[config.mk]
export PLATFORM = sky130hd
export DESIGN_NAME = lock_access_controller
export DESIGN_NICKNAME = d
export VERILOG_FILES = /design/src/rtl/evm_pkg.sv /design/src/rtl/cycle_timer.sv /design/src/rtl/lock_access_controller.sv
export SDC_FILE = /design/constraint.sdc
export NUM_CORES = 1
export LEC_CHECK = 0
export BUFFER_PORTS_ARGS = -buffer_cell sky130_fd_sc_hd__buf_4
export CORE_ASPECT_RATIO = 0.6
export CORE_MARGIN = 10
export CORE_UTILIZATION = 61
export CTS_BUF_LIST = sky130_fd_sc_hd__clkbuf_4
export CTS_CLUSTER_DIAMETER = 200
export DETAILED_ROUTE_END_ITERATION = 8
export PLACE_DENSITY = 0.82
export SYNTH_ARGS = -nofsm -noshare
export SYNTH_HDL_FRONTEND = slang
export SYNTH_HIERARCHICAL = 1
export SYNTH_SLANG_ARGS = --single-unit
[constraint.sdc]
create_clock -name clock -period 2.49 [get_ports clock]
set_input_delay 0.3735 -clock clock [delete_from_list [all_inputs] [get_ports clock]]
set_output_delay 0.3735 -clock clock [all_outputs]
set_load 0.05 [all_outputs]
[src/rtl/evm_pkg.sv]
// Shared definitions for the voting-machine lock sequencing logic.
package evm_pkg;
  localparam int CODE_W = 4;

  typedef enum logic [2:0] {
    IDLE,
    CLR,
    SHIFT,
    WAIT,
    OPEN,
    FAIL,
    LOCKOUT
  } state_t;
endpackage

[src/rtl/cycle_timer.sv]
// Loadable down-counter; done is high while the count sits at zero.
// Latency: load takes effect on the next edge; no backpressure.
module cycle_timer #(
  parameter int W = 4
) (
  input  logic         clock,
  input  logic         Reset_n,
  input  logic         load,
  input  logic         en,
  input  logic [W-1:0] load_val,
  output logic         done
);
  logic [W-1:0] cnt;

  always_ff @(posedge clock or negedge Reset_n) begin
    if (!Reset_n) begin
      cnt <= '0;
    end else if (load) begin
      cnt <= load_val;
    end else if (en && cnt != '0) begin
      cnt <= cnt - 1'b1;
    end
  end

  assign done = (cnt == '0);
endmodule

[src/rtl/lock_access_controller.sv]
// Drives the serial lock with a parallel code, then opens a vote window or counts a failure.
// Latency: verdict visible 7 cycles after code_valid; no backpressure, code_valid outside IDLE is dropped.
module lock_access_controller
  import evm_pkg::*;
#(
  parameter int MAX_FAILS      = 3,
  parameter int UNLOCK_CYCLES  = 16,
  parameter int LOCKOUT_CYCLES = 32,
  parameter int RESP_TIMEOUT   = 4
) (
  input  logic              clock,
  input  logic              Reset_n,
  input  logic [CODE_W-1:0] code_in,
  input  logic              code_valid,
  input  logic              vote_done,
  input  logic              lock_Correct,
  input  logic              lock_Incorrect,
  output logic              lock_rst,
  output logic              lock_B,
  output logic              busy,
  output logic              vote_enable,
  output logic              fail_pulse,
  output logic              lockout,
  output logic [3:0]        fail_count
);
  localparam int OPEN_W = $clog2(UNLOCK_CYCLES) + 1;
  localparam int LOCK_W = $clog2(LOCKOUT_CYCLES) + 1;
  localparam int RESP_W = $clog2(RESP_TIMEOUT) + 1;
  localparam int IDX_W  = $clog2(CODE_W);

  state_t             state;
  logic [CODE_W-1:0]  code;
  logic [IDX_W-1:0]   bit_idx;
  logic [IDX_W-1:0]   nxt_idx;
  logic [3:0]         fail_inc;
  logic               open_done;
  logic               lock_done;
  logic               resp_done;

  assign nxt_idx  = bit_idx - 1'b1;
  assign fail_inc = (fail_count == 4'hF) ? 4'hF : fail_count + 4'd1;

  // Each timer is held loaded outside its own state, so it starts fresh on entry.
  cycle_timer #(.W(OPEN_W)) u_open_timer (
    .clock    (clock),
    .Reset_n  (Reset_n),
    .load     (state != OPEN),
    .en       (state == OPEN),
    .load_val (OPEN_W'(UNLOCK_CYCLES - 1)),
    .done     (open_done)
  );

  cycle_timer #(.W(LOCK_W)) u_lockout_timer (
    .clock    (clock),
    .Reset_n  (Reset_n),
    .load     (state != LOCKOUT),
    .en       (state == LOCKOUT),
    .load_val (LOCK_W'(LOCKOUT_CYCLES - 1)),
    .done     (lock_done)
  );

  cycle_timer #(.W(RESP_W)) u_resp_timer (
    .clock    (clock),
    .Reset_n  (Reset_n),
    .load     (state != WAIT),
    .en       (state == WAIT),
    .load_val (RESP_W'(RESP_TIMEOUT - 1)),
    .done     (resp_done)
  );

  // Outputs are assigned alongside the next state so they line up with it cycle for cycle.
  always_ff @(posedge clock or negedge Reset_n) begin
    if (!Reset_n) begin
      state       <= IDLE;
      code        <= '0;
      bit_idx     <= '0;
      fail_count  <= '0;
      lock_rst    <= 1'b0;
      lock_B      <= 1'b0;
      busy        <= 1'b0;
      vote_enable <= 1'b0;
      fail_pulse  <= 1'b0;
      lockout     <= 1'b0;
    end else begin
      lock_rst   <= 1'b0;
      lock_B     <= 1'b0;
      fail_pulse <= 1'b0;
      case (state)
        IDLE: begin
          if (code_valid) begin
            code     <= code_in;
            state    <= CLR;
            lock_rst <= 1'b1;
            busy     <= 1'b1;
          end
        end
        CLR: begin
          state   <= SHIFT;
          bit_idx <= IDX_W'(CODE_W - 1);
          lock_B  <= code[CODE_W-1];
        end
        SHIFT: begin
          if (bit_idx == '0) begin
            state <= WAIT;
          end else begin
            bit_idx <= nxt_idx;
            lock_B  <= code[nxt_idx];
          end
        end
        WAIT: begin
          // Incorrect wins when both verdicts are raised together.
          if (lock_Incorrect || (!lock_Correct && resp_done)) begin
            state      <= FAIL;
            fail_pulse <= 1'b1;
            fail_count <= fail_inc;
          end else if (lock_Correct) begin
            state       <= OPEN;
            vote_enable <= 1'b1;
            fail_count  <= '0;
          end
        end
        OPEN: begin
          if (vote_done || open_done) begin
            state       <= IDLE;
            vote_enable <= 1'b0;
            busy        <= 1'b0;
          end
        end
        FAIL: begin
          if (fail_count >= 4'(MAX_FAILS)) begin
            state   <= LOCKOUT;
            lockout <= 1'b1;
          end else begin
            state <= IDLE;
            busy  <= 1'b0;
          end
        end
        LOCKOUT: begin
          if (lock_done) begin
            state      <= IDLE;
            lockout    <= 1'b0;
            busy       <= 1'b0;
            fail_count <= '0;
          end
        end
        default: begin
          state       <= IDLE;
          busy        <= 1'b0;
          vote_enable <= 1'b0;
          lockout     <= 1'b0;
        end
      endcase
    end
  end
endmodule

==> results.cfg <==
[run]
cap_violations = 0

[finish]
layout.cells.non_filler = 286
area_growth_pct = 15.5
fin_nets = 260
utilization_pct = 76.4
antenna_cells = 0
seq_area_um2 = 826
multi_input_area_um2 = 1080
nFillCells = 208
fin_area_um2 = 2280
drive_gt1_share_pct = 18.4

[synthesis]
synth_top_area_share_pct = 41.9
ys_async_sr_fraction_pct = 100
yosysMostFrequentCell = dfrtp_1
yosys-top-cells-count = dfrtp_1 (33), inv_1 (17), nand2_1 (17)
yosys-top-cells-area = dfrtp_1 (42%), ha_1 (4.4%), a21oi_1 (3.3%), inv_1 (3.2%), nand2_1 (3.2%)
synth_area_um2 = 1970
ys.flop_type = dfrtp_1
ys_types = 49
synth_top_area_cell = dfrtp_1
yosys_warnings = 6
synth_cells = 210
yosysSeqAreaShare_pct = 41.9
avgSynthCellArea_um2 = 9.39
synth_edf_count = 0
ys_ff_latch = 33

[grt]
grt_pass1_vias = 1680
antenna_found_initial = 0
grt_usage_pct = 15.6
grt_max_degree = 34
grt-ovfl-total = 0
grt_pass1_wl_um = 7680

[detailed_routing]
routedWlPerCell_um = 16.1
drc = 0
finalWirelength_um = 4610
dr.pass1.iters = 4
drtIter0Drc = 177
viasPerCell = 5.94
vias = 1699
ant_nets = 0

[floorplanning]
fp.dieH_um = 64.0
rows = 15
die-area_um2 = 5980
io-pin-count = 20
start_util_pct = 66.1
core_um2 = 2980
die_x_um = 93.4

[worst_setup_path]
cp.required_ns = 2.74
r2r_setup_slack_ns = 0.32
crit_type = flop to flop
arrival_ns = 2.41
crit_path_end_kind = flop
path_max_fanout = 5
cp-start-kind = flop

[clock_tree]
insertion_delay_ns = 0.33
htreeDepth = 2
holdBufCountCts = 1
clk_path_buf_depth = 2
clk_pin_slew_ns = 0.10
cts_setup_buffers = 0
cts_resized = 0
cts_tree = done
cts-root-buf = clkbuf_4
cts_buffers = 5
cts_sinks = 33

[power_and_ir_drop]
p_sw_share_pct = 43.7
p_switching_uw = 1120
clkPwrFrac_pct = 15.5
cellLeakagePower_uw = 0.00107
ir_drop_mv = 0.789
seq_power_share_pct = 34.2
fin_total_pwr_uw = 2570
power_frac_comb_pct = 50.3
power.density_nw_per_um2 = 1130
intPower_uw = 1440

[timing]
clock.fmax_mhz = 462
max_slew.worst_pin.slew_ns = 0.571
tns_ns = 0
skew_ns = 0.00369
rsz0062_at_grt = false
post-route-min-period_ns = 2.17
setup_violations = 0
post-route-period-util_pct = 87.0
slew_headroom_pct = 61.9
finalHoldViolCount = 0
drv_slew = 0

[worst_hold_path]
hold_path.class = input pin to flop

[placement]
portBuffers = 19
gp_congestion = 0.817
placedInstanceArea_um2 = 2190
dp_hpwl_um = 3400
dp_cells = 277

[status]
status = finished, final reports clean
[registers in the layout, indices dropped and copies added, names as in the netlist]
name and flops:
vote_enable 1, u_open_timer/cnt 5, lockout 1, code 4
u_lockout_timer/cnt 6, lock_rst 1, busy 1, state 3
lock_B 1, u_resp_timer/cnt 3, fail_pulse 1, bit_idx 2
fail_count 4
[cells in the final DEF (no fill, tap or decap), drive strengths merged, types with 2 or more instances in the layout]
master,netlist,final
o2111ai,2,2
or4,4,4
o311ai,2,2
nor2b,7,7
a2bb2oi,3,3
nor2,11,11
a41oi,2,2
and3,3,3
or4b,5,5
a21oi,16,16
dfrtp,33,33
nand3b,3,3
nand3,6,6
nand2,17,17
o31ai,5,5
a31oi,7,7
buf,6,22
conb,2,14
clkbuf,3,6
o211ai,3,3
nand2b,7,7
nor3,3,3
or3b,3,3
a22o,2,2
inv,17,17
ha,7,7
mux2,4,4
o21ai,12,12
or3,5,5
[area by class of cell]
class,count,area share (%)
Sequential cell,33,36.2
Tap cell,42,2.31
Inverter,17,2.80
Multi-Input combinational cell,163,47.5
Clock buffer,6,1.98
Timing Repair Buffer,23,7.69
Clock inverter,2,1.48
[worst max-delay path, cell delays in order, from the launching register on]
cell and delay, ns:
dfrtp_1 0.39, inv_1 0.10, ha_1 0.17, or4b_4 0.49, inv_1 0.14, nor3_1 0.07, o21ai_1 0.35, a31oi_1 0.16
a41oi_1 0.20
[metal layers]
metal  vias up  track usage, %  share of wire [%]
met1       814            18.8                 42
met5         -               0                  0
li1        815               -                  -
met2        63            25.6                 50
met4         0            4.98               0.95
met3         7            5.36                6.4
[worst paths after layout]
check	startpoint	endpoint	depth (start not counted)
worst min register to register	code[2]	code[2]	1
min in group asynchronous	Reset_n	code[1]	2
max in group asynchronous	Reset_n	fail_count[1]	2
worst min-delay path	code_in[1]	code[1]	2
worst max-delay path	u_open_timer/cnt[0]	state[1]	8
worst max register to register	u_open_timer/cnt[0]	state[1]	8
[stage by stage]
stage	setup WS (ns)	hold slack, ns
after floorplan	0.383	0.0779
final	0.324	0.270
after global routing	0.140	0.242
after CTS	0.327	0.257
after global placement	0.484	0.333
after detailed placement	0.343	0.337
[cell families (layout without fill, tap and decap cells)]
| group | count (synthesis) | count (layout) | share of synthesized area, % |
|---|---|---|---|
| and+or+nand+nor | 76 | 76 | 23.3 |
| AOI/OAI and AO/OA | 61 | 61 | 21.1 |
| DFF | 33 | 33 | 41.9 |
| buffers and inverters | 26 | 48 | 5.52 |
| adders and majority gates | 7 | 7 | 4.44 |
| muxes | 5 | 5 | 3.43 |
| other | 2 | 14 | 0.381 |
[power groups by stage]
stage	Sequential, µW	Combinational (µW)	Clock, µW
CTS	873	1280	410
detailed placement	881	1270	0
global route	902	1410	436
floorplan	1030	780	0
global placement	866	1190	0
finish	878	1290	398
Note: power is estimated with default switching activity, not from simulation.
